`config.mk`:
```
export PLATFORM = sky130hd
export DESIGN_NAME = aes_v2_issue
export DESIGN_NICKNAME = d
export VERILOG_FILES = /design/src/rtl/aes_v2_issue.sv
export SDC_FILE = /design/constraint.sdc
export NUM_CORES = 1
export LEC_CHECK = 0
export CAP_MARGIN = 15
export CORE_ASPECT_RATIO = 0.7
export CORE_MARGIN = 10
export CORE_UTILIZATION = 35
export CTS_CLUSTER_SIZE = 24
export DETAILED_ROUTE_END_ITERATION = 12
export PLACE_DENSITY = 0.65
export SYNTH_ARGS = -nofsm -noshare
export SYNTH_HDL_FRONTEND = slang
export SYNTH_SLANG_ARGS = --single-unit
export TNS_END_PERCENT = 100
```
`constraint.sdc`:
```
create_clock -name g_clk -period 3 [get_ports g_clk]
set_clock_uncertainty 0.1 [all_clocks]
set_input_delay 0.45 -clock g_clk [delete_from_list [all_inputs] [get_ports g_clk]]
set_output_delay 0.45 -clock g_clk [all_outputs]
set_load 0.02 [all_outputs]
```
`src/rtl/aes_v2_issue.sv`:
```
// Issue queue in front of a scalar AES instruction unit: request FIFO, one
// in-flight op, and a 2-entry in-order result buffer.
//
//   state  | meaning
//   IDLE   | nothing presented to the unit
//   EXEC   | FIFO head presented to the unit, waiting for aes_ready
//   WAIT   | work queued but result buffer full
module aes_v2_issue #(
  parameter int DEPTH = 4,
  parameter int TAG_W = 4
) (
  input  logic             g_clk,
  input  logic             g_reset,
  input  logic             req_valid,
  output logic             req_ready,
  input  logic             req_sub,
  input  logic             req_enc,
  input  logic [31:0]      req_rs1,
  input  logic [31:0]      req_rs2,
  input  logic [TAG_W-1:0] req_tag,
  output logic             aes_valid,
  output logic             aes_sub,
  output logic             aes_enc,
  output logic [31:0]      aes_rs1,
  output logic [31:0]      aes_rs2,
  input  logic             aes_ready,
  input  logic [31:0]      aes_rd,
  output logic             rsp_valid,
  input  logic             rsp_ready,
  output logic [31:0]      rsp_rd,
  output logic [TAG_W-1:0] rsp_tag,
  input  logic             flush,
  output logic             busy
);
  localparam int PW = $clog2(DEPTH);
  localparam int EW = 66 + TAG_W;
  localparam logic [PW:0] L_FULL = (PW+1)'(DEPTH);

  typedef enum logic [1:0] {S_IDLE, S_EXEC, S_WAIT} state_t;
  state_t r_state, w_state_nxt;

  logic [EW-1:0]    r_fifo [DEPTH];
  logic [PW-1:0]    r_wptr, r_rptr;
  logic [PW:0]      r_count;
  logic [31:0]      r_ob_rd [2];
  logic [TAG_W-1:0] r_ob_tag [2];
  logic             r_ob_wptr, r_ob_rptr;
  logic [1:0]       r_oc;

  logic             w_push, w_cap, w_rsp_pop;
  logic [EW-1:0]    w_head;
  logic [TAG_W-1:0] w_head_tag;
  logic [PW:0]      w_count_nxt;
  logic [1:0]       w_oc_nxt;

  assign w_head = r_fifo[r_rptr];
  assign {aes_sub, aes_enc, aes_rs1, aes_rs2} = w_head[EW-1:TAG_W];
  assign w_head_tag = w_head[TAG_W-1:0];

  assign req_ready = !g_reset && (r_count != L_FULL) && !flush;
  assign aes_valid = (r_state == S_EXEC);
  assign rsp_valid = (r_oc != 2'd0);
  assign rsp_rd    = r_ob_rd[r_ob_rptr];
  assign rsp_tag   = r_ob_tag[r_ob_rptr];
  assign busy      = (r_state != S_IDLE) || (r_count != '0) || (r_oc != 2'd0);

  // flush drops the in-flight op even when the unit completes this cycle
  assign w_push      = req_valid && req_ready;
  assign w_cap       = aes_valid && aes_ready && !flush;
  assign w_rsp_pop   = rsp_valid && rsp_ready;
  assign w_count_nxt = r_count + (PW+1)'(w_push) - (PW+1)'(w_cap);
  assign w_oc_nxt    = r_oc + 2'(w_cap) - 2'(w_rsp_pop);

  always_ff @(posedge g_clk) begin
    if (w_push) r_fifo[r_wptr] <= {req_sub, req_enc, req_rs1, req_rs2, req_tag};
  end

  always_ff @(posedge g_clk or posedge g_reset) begin
    if (g_reset) begin
      r_wptr  <= '0;
      r_rptr  <= '0;
      r_count <= '0;
    end else if (flush) begin
      r_wptr  <= '0;
      r_rptr  <= '0;
      r_count <= '0;
    end else begin
      if (w_push) r_wptr <= r_wptr + PW'(1);
      if (w_cap)  r_rptr <= r_rptr + PW'(1);
      r_count <= w_count_nxt;
    end
  end

  always_ff @(posedge g_clk or posedge g_reset) begin
    if (g_reset) begin
      r_ob_rd[0]  <= '0;
      r_ob_rd[1]  <= '0;
      r_ob_tag[0] <= '0;
      r_ob_tag[1] <= '0;
      r_ob_wptr   <= 1'b0;
      r_ob_rptr   <= 1'b0;
      r_oc        <= 2'd0;
    end else begin
      if (w_cap) begin
        r_ob_rd[r_ob_wptr]  <= aes_rd;
        r_ob_tag[r_ob_wptr] <= w_head_tag;
        r_ob_wptr           <= ~r_ob_wptr;
      end
      if (w_rsp_pop) r_ob_rptr <= ~r_ob_rptr;
      r_oc <= w_oc_nxt;
    end
  end

  always_ff @(posedge g_clk or posedge g_reset) begin
    if (g_reset) r_state <= S_IDLE;
    else         r_state <= w_state_nxt;
  end

  always_comb begin
    w_state_nxt = r_state;
    case (r_state)
      S_IDLE: begin
        if (r_count != '0) w_state_nxt = (r_oc != 2'd2) ? S_EXEC : S_WAIT;
      end
      S_EXEC: begin
        if (aes_ready) begin
          if (w_count_nxt != '0) w_state_nxt = (w_oc_nxt != 2'd2) ? S_EXEC : S_WAIT;
          else                   w_state_nxt = S_IDLE;
        end
      end
      S_WAIT: begin
        if (r_count == '0)       w_state_nxt = S_IDLE;
        else if (r_oc != 2'd2)   w_state_nxt = S_EXEC;
      end
      default: w_state_nxt = S_IDLE;
    endcase
    if (flush) w_state_nxt = S_IDLE;
  end

endmodule

```
==> results of run 1 <==
[layout by cell type (no fill, tap or decap), types with 3 or more instances in the layout]
cell             netlist  routed
inv_1                  9       8
clkinv_2               0       7
dlymetal6s2s_1         0      25
clkdlybuf4s50_1        0     171
bufinv_16              0       5
mux2_2               109     109
dfrtp_1               85      83
clkbuf_16              0      40
mux4_2                70      70
ha_1                   8       7
edfxtp_1             280     280
dlygate4sd2_1          0      17
clkinv_1               0       3
and3_4                 0       4
nor2_1                 9       9
buf_12                 0      19
clkbuf_1               7       7
buf_4                 65      16
[logic make-up (layout without fill, tap and decap cells)]
family	after synthesis	count (layout)	synth area share [%]
DFF	365	365	72.8
muxes	180	180	19.5
buffers and inverters	100	325	4.55
and+or+nand+nor	31	31	1.35
adders and majority gates	9	9	0.831
AOI/OAI and AO/OA	6	6	0.389
xor gates and xnor gates	6	6	0.580
[cell type report]
type / count / share of cell area (%)
Clock buffer: 48 / 5.61
Clock inverter: 19 / 1.23
Inverter: 9 / 0.189
Multi-Input combinational cell: 232 / 17.9
Sequential cell: 365 / 56.8
Tap cell: 544 / 3.67
Timing Repair Buffer: 249 / 14.6
[cell usage after synthesis (2+ instances only)]
library cell    n
and2_1          2
and3_1          4
buf_1           3
buf_2          13
buf_4          65
buf_6           3
clkbuf_1        7
dfrtp_1        85
edfxtp_1      280
ha_1            8
inv_1           9
mux2_2        109
mux4_2         70
nand2_1         2
nand3b_1        2
nor2_1          9
nor2b_1         2
xnor2_1         2
xor2_1          2
[state kept, by name, summed over array words and instances (netlist names)]
name       cells
r_fifo       280
r_ob_rd       64
r_oc           2
r_state        2
r_wptr         2
r_ob_rptr      1
r_count        3
r_ob_tag       8
r_rptr         2
r_ob_wptr      1
[metal layers]
metal  part of all wire (%)  GRT usage [%]  vias to the layer above
met5                  0.043              0                        -
met4                    2.2           3.57                        2
met3                    6.1           3.42                       50
met2                     48           19.1                      162
met1                     44           15.6                     3588
li1                       -              -                     3084
[worst reg2reg max path, stage by stage (launching register included)]
cell	delay (ns)
dfrtp_1	0.42
nor2_1	0.10
a211oi_4	0.26
nand2_2	0.11
ha_4	0.22
inv_1	0.05
ha_1	0.13
inv_1	0.05
fa_1	0.39
xnor3_4	0.33
nand3b_1	0.13
nand3b_1	0.11
a2111oi_2	0.30
[per-stage QoR]
step	setup TNS, ns	utilization, %
after floorplan	0	-
after global placement	-0.483	42.1
after detailed placement	-0.599	42.1
after CTS	0	45.2
after global routing	0	45.4
final	0	45.4
[worst min-delay path by stage]
stage | endpoint | slack, ns | startpoint
2_1_floorplan | r_ob_rd[2]$_DFFE_PP0P_ | 0.37 | r_ob_rd[2]$_DFFE_PP0P_
3_3_place_gp | r_ob_rd[30]$_DFFE_PP0P_ | 0.38 | r_ob_rd[30]$_DFFE_PP0P_
3_5_place_dp | r_ob_rd[30]$_DFFE_PP0P_ | 0.39 | r_ob_rd[30]$_DFFE_PP0P_
4_1_cts | r_ob_rd[7]$_DFFE_PP0P_ | 0.40 | r_ob_rd[7]$_DFFE_PP0P_
5_1_grt | r_ob_rd[34]$_DFFE_PP0P_ | 0.42 | r_ob_rd[34]$_DFFE_PP0P_
6_report | r_ob_rd[42]$_DFFE_PP0P_ | 0.40 | r_ob_rd[42]$_DFFE_PP0P_
[power by group]
part | switching [uW] | internal, uW
registers | 288 | 6050
logic | 1840 | 2180
clock network | 1880 | 2890
total | 4010 | 11100
[repair_timing]
action                                  CTS  global route
endpoints found under the setup margin   21            25
gates resized for setup                  18            25
hold buffers                              0             0
cloned                                    0             0
setup buffers                             0             0
==> flow_summary.yaml, run 1 <==
setup_path:
  path_max_fanout: 22
  crit_path_end: "aes_rs2[28]"
  max_stage_delay_ns: 0.56
  worstPathRequired_ns: 2.45
  worst-path-stages: 3
  worst-path-buf-inv: 2
  critical_path.startpoint_type: "register"
  setup.worst_path.class: "reg2out"
  r2r_cells: 12
  regToRegEndpoint: "r_state[0]$_DFFE_PP0P_"
  critPathLaunch: "r_rptr[0]$_DFFE_PP0P_"
  path_delay_family: "buffers and inverters"
  arrival_ns: 2.36
  reg2reg_setup_slack_ns: 0.19
  path_cells: "buf_12, mux4_2, clkdlybuf4s50_1"
  cp-end-kind: "output pin"
  slowest_stage: "clkdlybuf4s50_1"
  timing.rr.start: "r_count[1]$_DFF_PP0_"
sta:
  worst_pin_slew_ns: 0.770
  fin_ws_ns: 0.0853
  fmax_ghz: 0.343
  setup_viol: 0
  finalHoldViolCount: 0
  hold_slack_ns: 0.399
  finalCritPeriodShare_pct: 97.2
  finalCriticalPeriod_ns: 2.91
  drv_slew: 0
  rsz0062_at_grt: "false"
  slew_headroom_pct: 48.6
detailed_routing:
  via_count: 6886
  ant_nets: 0
  wire_per_inst_um: 20.5
  vias_per_cell: 4.70
  drt-initial-drc-count: 348
  drt_wl_total_um: 30100
  drc: 0
  dr.pass1.iters: 4
logic_synthesis:
  async_flop_share_pct: 23.3
  synth_ff_type: "edfxtp_1"
  synthCells: 697
  syn_nets: 814
  ys_seq_elements: 365
  synth_enable_flop_cells: 280
  synth-seq-area-share_pct: 72.8
  syn_area_per_cell_um2: 20.7
  synth.distinct_cells: 39
  yosys-top-cells-area: "edfxtp_1 58%, dfrtp_1 15%, mux4_2 11%, mux2_2 8.5%, buf_4 3.4%"
  yosys_warnings: 0
  synthesis.area_um2: 14500
  yosysTopAreaCellShare_pct: 58.1
  synth_top_area_cell: "edfxtp_1"
power_and_ir_drop:
  powerDensity_nw_per_um2: 816
  power_uw: 15100
  ir_worst_vdd_mv: 0.387
  leakage_uw: 0.00662
global_routing:
  grt_usage_pct: 12.0
  grt_remaining_overflow: 0
  antenna_found_initial: 1
  grt_pass1_vias: 7639
  grt_max_degree: 44
  grt_pass1_wl_um: 46800
placement:
  place_area_um2: 17200
  dp.cells: 1399
  place_ws_ns: -0.343
  numPortBuffers: 213
  dp_hpwl_um: 20200
  gp_congestion: 0.707
finish:
  area_growth_pct: 28.2
  fillers: 3429
  postLayoutCellArea_um2: 18500
  seqCellArea_um2: 10500
  instances_no_fill: 1466
  drive_gt1_share_pct: 31.6
  multiInputGateArea_um2: 3320
  final_net_count: 1011
  diodes: 0
floorplanning:
  fp.dieH_um: 190
  initial_core_util_pct: 35.4
  rows: 62
  dieArea_um2: 50000
  die_x_um: 263
  pin_count: 214
  core_um2: 40900
clock_tree:
  path_clk_slew_ns: 0.06
  cts_buffer_depth: 3
  cts_sinks: 365
  cts_max_level: 2
  clockRootBuffer: "clkbuf_16"
  clk_latency_ns: 0.52
  cts_inserted_buffers: 37
  cts_tree: "built"
worst_hold_path:
  holdCritPathClass: "reg2reg"
  hold_path_depth: 1
outcome:
  status: "finished, final reports clean"
flow_run:
  drv_cap: 0
Note: power is estimated with default switching activity, not from simulation.
==> run 2: changes to the inputs <==
Settings changed: CELL_PAD_IN_SITES_DETAIL_PLACEMENT set to 2, CELL_PAD_IN_SITES_GLOBAL_PLACEMENT set to 2, PLACE_DENSITY 0.65 to 0.79.
==> run 2 against run 1 <==
- first-iteration DRC count fell by 17%
- setup slack improved by 0.038 ns
- sequential power rose by 0.8%
- via count rose by 0.65%
- flip-flop and latch count did not move
- critical endpoint is now aes_rs1[18]
- cell area fell by 1.7%
==> flow_summary.yaml, run 2 (synthesis results as in run 1) <==
placement:
  place_area_um2: 17100
  place_ws_ns: -0.308
  dp_hpwl_um: 23700
  gp_congestion: 0.725
  numPortBuffers: 213
setup_path:
  setup.worst_path.class: "reg2out"
  regToRegEndpoint: "r_state[0]$_DFFE_PP0P_"
  reg2reg_setup_slack_ns: 0.22
  r2r_cells: 12
  worstPathRequired_ns: 2.45
  path_max_fanout: 12
  cp-end-kind: "output pin"
  critical_path.startpoint_type: "register"
  arrival_ns: 2.33
  timing.rr.start: "r_count[1]$_DFF_PP0_"
finish:
  reg.largest.list: "r_fifo: 280 flops, r_ob_rd: 64 flops, r_ob_tag: 8 flops"
  area_growth_pct: 26.0
  final_net_count: 1005
  seqCellArea_um2: 10500
  final_cell_mix: "280 x edfxtp_1, 155 x clkdlybuf4s50_1, 109 x mux2_2"
  largest_register_ffs: 280
  regMostFlops: "r_fifo"
  fillers: 3732
  final_common_cell: "edfxtp_1"
  multiInputGateArea_um2: 3320
  drive_gt1_share_pct: 30.5
  diodes: 0
  postLayoutCellArea_um2: 18200
detailed_routing:
  dr.pass1.iters: 4
  via_count: 6931
  ant_nets: 0
  drc: 0
  wire_per_inst_um: 24.1
  drt-initial-drc-count: 288
  vias_per_cell: 4.75
  drt_wl_total_um: 35100
global_routing:
  grt_pass1_vias: 8188
  busiest_layer: "met2"
  antenna_found_initial: 0
  grt_pass1_wl_um: 54000
  met1_usage_pct: 17.4
  grt_use_met2_pct: 24.7
  grt_remaining_overflow: 0
  use_met3_pct: 2.98
  grt_usage_pct: 14.0
  grt_max_degree: 53
clock_tree:
  clockRootBuffer: "clkbuf_16"
  cts_tree: "built"
  postCtsSetupBuffers: 0
  cts_sinks: 365
  cts_inserted_buffers: 38
  clk_latency_ns: 0.52
  path_clk_slew_ns: 0.06
  cts_max_level: 2
  holdBufCountCts: 0
  cts_buffer_depth: 3
sta:
  finalHoldViolCount: 0
  fmax_ghz: 0.348
  finalCritPeriodShare_pct: 95.9
  slew_headroom_pct: 50.0
  rsz0062_at_grt: "false"
  setup_viol: 0
  worst_pin_slew_ns: 0.749
  finalCriticalPeriod_ns: 2.88
  fin_ws_ns: 0.124
  drv_slew: 0
power_and_ir_drop:
  leakage_uw: 0.00647
  ir_worst_vdd_mv: 0.445
  power_uw: 14700
  powerDensity_nw_per_um2: 806
flow_run:
  drv_cap: 0
floorplanning:
  rows: 62
  fp.dieH_um: 190
  die_x_um: 263
  core_um2: 40900
  pin_count: 214
  dieArea_um2: 50000
  initial_core_util_pct: 35.4
outcome:
  status: "finished, final reports clean"
worst_hold_path:
  holdCritPathClass: "in2async"
[run 2: changes by cell type in the layout (fill, tap and decap cells not counted), sizes merged]
cell           delta
dlymetal6s2s      -9
clkbuf            +1
clkinvlp          -2
dlygate4sd2      +25
clkinv            +6
inv               -1
clkdlybuf4s50    -16
bufinv            -5
buf               -7
[run 2: what timing repair did]
item | CTS | global route
gates cloned | 0 | 0
endpoints found under the hold margin | 0 | 0
setup endpoints to repair | 46 | 17
resized for setup | 46 | 17
[run 2: worst max-delay path by stage]
stage	from	to	cells past startpoint
floorplan	flush	r_state[0]$_DFFE_PP0P_	12
global placement	flush	r_state[0]$_DFFE_PP0P_	12
detailed placement	flush	r_state[0]$_DFFE_PP0P_	12
CTS	r_rptr[0]$_DFFE_PP0P_	aes_rs1[1]	3
global route	r_rptr[0]$_DFFE_PP0P_	aes_rs1[16]	3
finish	r_rptr[0]$_DFFE_PP0P_	aes_rs1[18]	3
[run 2: power breakdown]
| part | total [uW] | internal (uW) | switching [uW] |
|---|---|---|---|
| clock network | 4310 | 2430 | 1880 |
| registers | 6390 | 6060 | 333 |
| logic | 3990 | 2120 | 1870 |
| total | 14700 | 10600 | 4080 |
[run 2: per-layer routing]
layer / part of all wire (%) / vias to the layer above
met3: 4.4 / 46
met5: 0 / -
met1: 43 / 3671
met2: 51 / 144
li1: - / 3070
met4: 1.6 / 0
[run 2: area by class of cell]
class	count	area share, %
repair buffers	242	13.9
multi-input cells	232	18.2
inverters	9	0.192
clock inverters	17	0.446
clock buffers	49	5.69
flip-flops and latches	365	57.8
well taps	544	3.73
[run 2: critical path, stage by stage (launching register included)]
cell             delay, ns
dfrtp_4               0.48
buf_6                 0.22
mux4_2                0.52
clkdlybuf4s50_1       0.58
[run 2: per-stage QoR]
stage	utilization [%]	TNS, ns	instances	hold slack [ns]
final	44.6	0	1458	0.376
after global routing	44.6	0	1458	0.418
after CTS	44.5	-0.0601	1458	0.382
after detailed placement	41.8	-0.397	1392	0.388
after global placement	41.8	-0.232	1392	0.381
after floorplan	-	0	697	0.374
==> run 3: changes to the inputs <==
Settings changed: DONT_BUFFER_PORTS set to 1, PLACE_DENSITY 0.79 to 0.7.
==> run 3 against run 2 <==
- setup slack worse by 0.047 ns
- first-iteration DRC count up 25%
- flip-flop and latch count unchanged
- wire length up 4.8%
- via count down 5.6%
==> flow_summary.yaml, run 3 (synthesis results as in run 1) <==
setup_path:
  slowest_stage: "dfrtp_2"
  path_max_fanout: 3
  path_cells: "a211oi_4, nand2_2, ha_4, inv_1, ha_1, inv_1, fa_2, xnor3_4, nand3b_1, nand3b_1, a2111oi_2"
  reg2reg_setup_slack_ns: 0.08
  worstPathRequired_ns: 3.30
  critical_path.startpoint_type: "register"
  regToRegEndpoint: "r_state[0]$_DFFE_PP0P_"
  arrival_ns: 3.22
  timing.rr.start: "r_count[2]$_DFF_PP0_"
  r2r_cells: 11
  max_stage_delay_ns: 0.44
  setup.worst_path.class: "reg2reg"
  cp-end-kind: "register"
finish:
  fillers: 3726
  reg.largest.list: "r_fifo: 280 flops, r_ob_rd: 64 flops, r_ob_tag: 8 flops"
  multiInputGateArea_um2: 3320
  largest_register_ffs: 280
  postLayoutCellArea_um2: 17000
  drive_gt1_share_pct: 34.9
  final_cell_mix: "280 x edfxtp_1, 109 x mux2_2, 104 x dlygate4sd3_1"
  final_net_count: 889
  regMostFlops: "r_fifo"
  seqCellArea_um2: 10500
  area_growth_pct: 17.6
  final_common_cell: "edfxtp_1"
placement:
  numPortBuffers: 0
  gp_congestion: 0.760
  dp_hpwl_um: 23800
  place_area_um2: 14800
  place_ws_ns: 0.0123
sta:
  finalCritPeriodShare_pct: 97.5
  fmax_ghz: 0.342
  worst_pin_slew_ns: 0.957
  fin_ws_ns: 0.0762
  hold_slack_ns: 0.0826
  drv_slew: 0
  setup_viol: 0
  finalHoldViolCount: 0
  finalCriticalPeriod_ns: 2.92
  slew_headroom_pct: 36.0
clock_tree:
  cts_max_level: 2
  cts_tree: "built"
  clockRootBuffer: "clkbuf_16"
  cts_buffer_depth: 3
  path_clk_slew_ns: 0.06
  cts_inserted_buffers: 36
  cts_sinks: 365
  clk_latency_ns: 0.51
detailed_routing:
  drc: 0
  vias_per_cell: 4.87
  dr.pass1.iters: 4
  drt_wl_total_um: 36800
  drt-initial-drc-count: 360
  ant_nets: 0
  via_count: 6545
  wire_per_inst_um: 27.4
flow_run:
  drv_cap: 0
power_and_ir_drop:
  p_seq_share_pct: 46.8
  power.switching_uw: 4120
  clkPwrFrac_pct: 31.4
  ir_worst_vdd_mv: 0.555
  internal_power_uw: 9820
  power_frac_comb_pct: 21.8
  powerDensity_nw_per_um2: 820
  power_uw: 13900
  leakage_uw: 0.00581
  swShare_pct: 29.5
floorplanning:
  dieArea_um2: 50000
  rows: 62
  pin_count: 214
  core_um2: 40900
  initial_core_util_pct: 35.4
  fp.dieH_um: 190
  die_x_um: 263
global_routing:
  grt_max_degree: 48
  antenna_found_initial: 3
  grt_usage_pct: 14.5
  grt_remaining_overflow: 0
  grt_pass1_wl_um: 55100
  grt_pass1_vias: 7826
worst_hold_path:
  hp-start: "aes_ready"
  holdCritPathClass: "in2reg"
  hold_end: "r_rptr[1]$_DFFE_PP0P_"
  hold_path_depth: 3
outcome:
  status: "finished, final reports clean"
run 3: cell types whose count changed in the layout (fill, tap and decap cells not counted), moves of 2 or more:
cell | before | now
buf_16 | 2 | 0
dlygate4sd3_1 | 0 | 104
buf_6 | 2 | 0
clkinv_1 | 8 | 4
dfrtp_1 | 82 | 80
bufinv_16 | 0 | 2
buf_4 | 13 | 17
buf_12 | 12 | 7
clkdlybuf4s50_1 | 155 | 0
dlygate4sd2_1 | 42 | 0
clkbuf_16 | 39 | 36
dfrtp_2 | 1 | 3
dlymetal6s2s_1 | 16 | 0
diode_2 | 0 | 2
run 3: area by class of cell:
class,count,area share [%]
diodes,2,0.0294
flip-flops and latches,365,62.0
well taps,544,4.00
multi-input cells,232,19.5
repair buffers,128,7.70
inverters,9,0.206
clock inverters,19,0.971
clock buffers,44,5.53
run 3: how the worst max path moves through the flow:
stage	startpoint	slack (ns)	end
after detailed placement	r_count[1]$_DFF_PP0_	0.01	r_state[0]$_DFFE_PP0P_
after global placement	r_count[1]$_DFF_PP0_	0.21	r_state[0]$_DFFE_PP0P_
after floorplan	flush	0.01	r_state[0]$_DFFE_PP0P_
after CTS	r_count[0]$_DFF_PP0_	0.07	r_state[0]$_DFFE_PP0P_
final	r_count[2]$_DFF_PP0_	0.08	r_state[0]$_DFFE_PP0P_
after global routing	r_count[0]$_DFF_PP0_	-0.04	r_state[0]$_DFFE_PP0P_
run 3: critical path, delay by kind of cell, from the launching register on:
kind / cells / cell delay, ns
compound gates: 2 / 0.68
xor+xnor: 1 / 0.33
fa+ha+maj: 3 / 0.73
buf+inv: 2 / 0.13
flops: 1 / 0.44
simple gates: 3 / 0.39
run 3: routing by layer:
layer  share of wire (%)  track usage [%]  up-vias
met5               0.035                0        -
met4                 1.4             3.29        2
met3                 4.4             3.40       43
met2                  54             26.5      138
met1                  40             17.1     3533
li1                    -                -     2829
run 3: per-stage QoR:
step           instances  setup TNS (ns)  utilization [%]
2_1_floorplan        697               0                -
3_3_place_gp        1168               0             36.2
3_5_place_dp        1168               0             36.2
4_1_cts             1336               0             41.5
5_1_grt             1343         -0.0442             41.6
6_report            1343               0             41.6
run 3: timing repair:
action                     4_1_cts  5_1_grt
setup endpoints to repair        1        1
buffers inserted                 1        5
hold buffers                   104        0
hold endpoints to repair       397        0
pin swaps                        0        5
gates resized for setup          0        3
run 3: power groups by stage:
| stage | registers (uW) | clock network (uW) | logic [uW] |
|---|---|---|---|
| floorplan | 6340 | 0 | 2640 |
| global placement | 6540 | 0 | 2750 |
| detailed placement | 6640 | 0 | 2870 |
| CTS | 6540 | 4510 | 3070 |
| global route | 6620 | 4730 | 3230 |
| finish | 6530 | 4380 | 3030 |
==> edit (config.mk and constraints of run 2) <==
Encoding of `state_t`: now one-hot (3 bits for 3 states).
--- a/src/rtl/aes_v2_issue.sv
+++ b/src/rtl/aes_v2_issue.sv
@@ -37,5 +37,5 @@
   localparam logic [PW:0] L_FULL = (PW+1)'(DEPTH);
 
-  typedef enum logic [1:0] {S_IDLE, S_EXEC, S_WAIT} state_t;
+  typedef enum logic [2:0] {S_IDLE = 3'b001, S_EXEC = 3'b010, S_WAIT = 3'b100} state_t;
   state_t r_state, w_state_nxt;
 
Function: no difference found for any inputs over 4 cycles, from zero or initial values and one cycle with g_reset high; so few cycles prove little.
==> edit against run 2 <==
- hold slack worse by 0.053 ns
- clock power is 13% higher
- worst setup slack worse by 0.091 ns
- area after synthesis is 1.6% higher
- wire length is 8.3% higher
- sequential cell count is 1 higher
- combinational power is 45% lower
- design area is 3.5% higher
- power is 11% lower
- first-iteration DRC count is 22% higher
- utilization is 1.1 points higher
- sequential share of layout area is 1.8 points lower
- critical path depth is 10 higher
- critical path type is now reg2reg
- critical endpoint is now r_state[0]
==> edit: results (changes against run 2) <==
place.gp.congestion: 0.735  # +1.5%
crit_arrival_ns: 3.31  # +0.98 ns
ff2ff_path_depth: 13  # +1
synth_cell_types: 46  # +18%
crit_type: "reg2reg"
multi_input_area_um2: 3510  # +5.8%
grt_util_met2: 0.264  # +0.0166
max_stage_delay_ns: 0.44  # -0.14 ns
dp_hpwl_um: 25000  # +5.5%
dp.cells: 1418  # +1.9%
p_leak_nw: 6.95  # +7.4%
outcome: "complete, no violations"
use_met3: 0.0371  # +0.00726
crit_slowest_cell: "or4_4"
grt_usage: 0.149  # +0.00827
dr_wl_met3_um: 2020  # +30%
routed_wirelength_um: 38000  # +8.3%
worstReg2RegEnd: "r_state[0]"
synthArstFlopShare: 0.235  # +0.00210
fill_cells: 3736  # +0.11%
dpl-instance-area_um2: 17400  # +1.8%
cts_setup_buffers: 8  # +8
first_iter_violations: 352  # +22%
syn_nets: 830  # +2.0%
first_global_vias: 8519  # +4.0%
timing.reg2reg.setup_slack_ns: 0.03  # -0.19 ns
max_freq_mhz: 337  # -3.1%
synth.area.mux_share: 0.199  # +0.00443
p_per_area_nw_per_um2: 694  # -14%
synthTopCellsByCount: "edfxtp_1 (280), dfrtp_1 (85), mux4_2 (70), mux2_2 (68), buf_4 (64)"
dp_slack_ns: -0.442  # -0.134 ns
wl_met1_um: 15500  # +4.0%
ys_seq_area_frac: 0.718  # -0.00999
grt_use_met1: 0.181  # +0.00677
routed_via_density: 4.87  # +2.5%
drive_above_1_share: 0.318  # +0.0131
path_max_fanout: 2  # -10
==> edit: changes by cell type in the layout (fill, tap and decap cells not counted), moves of 3 or more <==
cell / run 2 / this run
mux2_2: 109 / 68
mux2_4: 0 / 30
buf_4: 13 / 30
dlymetal6s2s_1: 16 / 5
mux2_1: 0 / 10
dlygate4sd2_1: 42 / 50
bufinv_16: 0 / 6
and2_4: 0 / 4
and3_4: 4 / 0
buf_12: 12 / 16
clkinv_1: 8 / 5
nor3_1: 1 / 4
==> edit: layout make-up <==
| cell class | instances | area share |
|---|---|---|
| sequential | 366 | 0.560 |
| antenna | 2 | 0.000265 |
| timing repair buffer | 265 | 0.147 |
| clock inverter | 22 | 0.0138 |
| inverter | 13 | 0.00318 |
| multi-input combinational | 243 | 0.186 |
| tap | 544 | 0.0361 |
| clock buffer | 46 | 0.0536 |
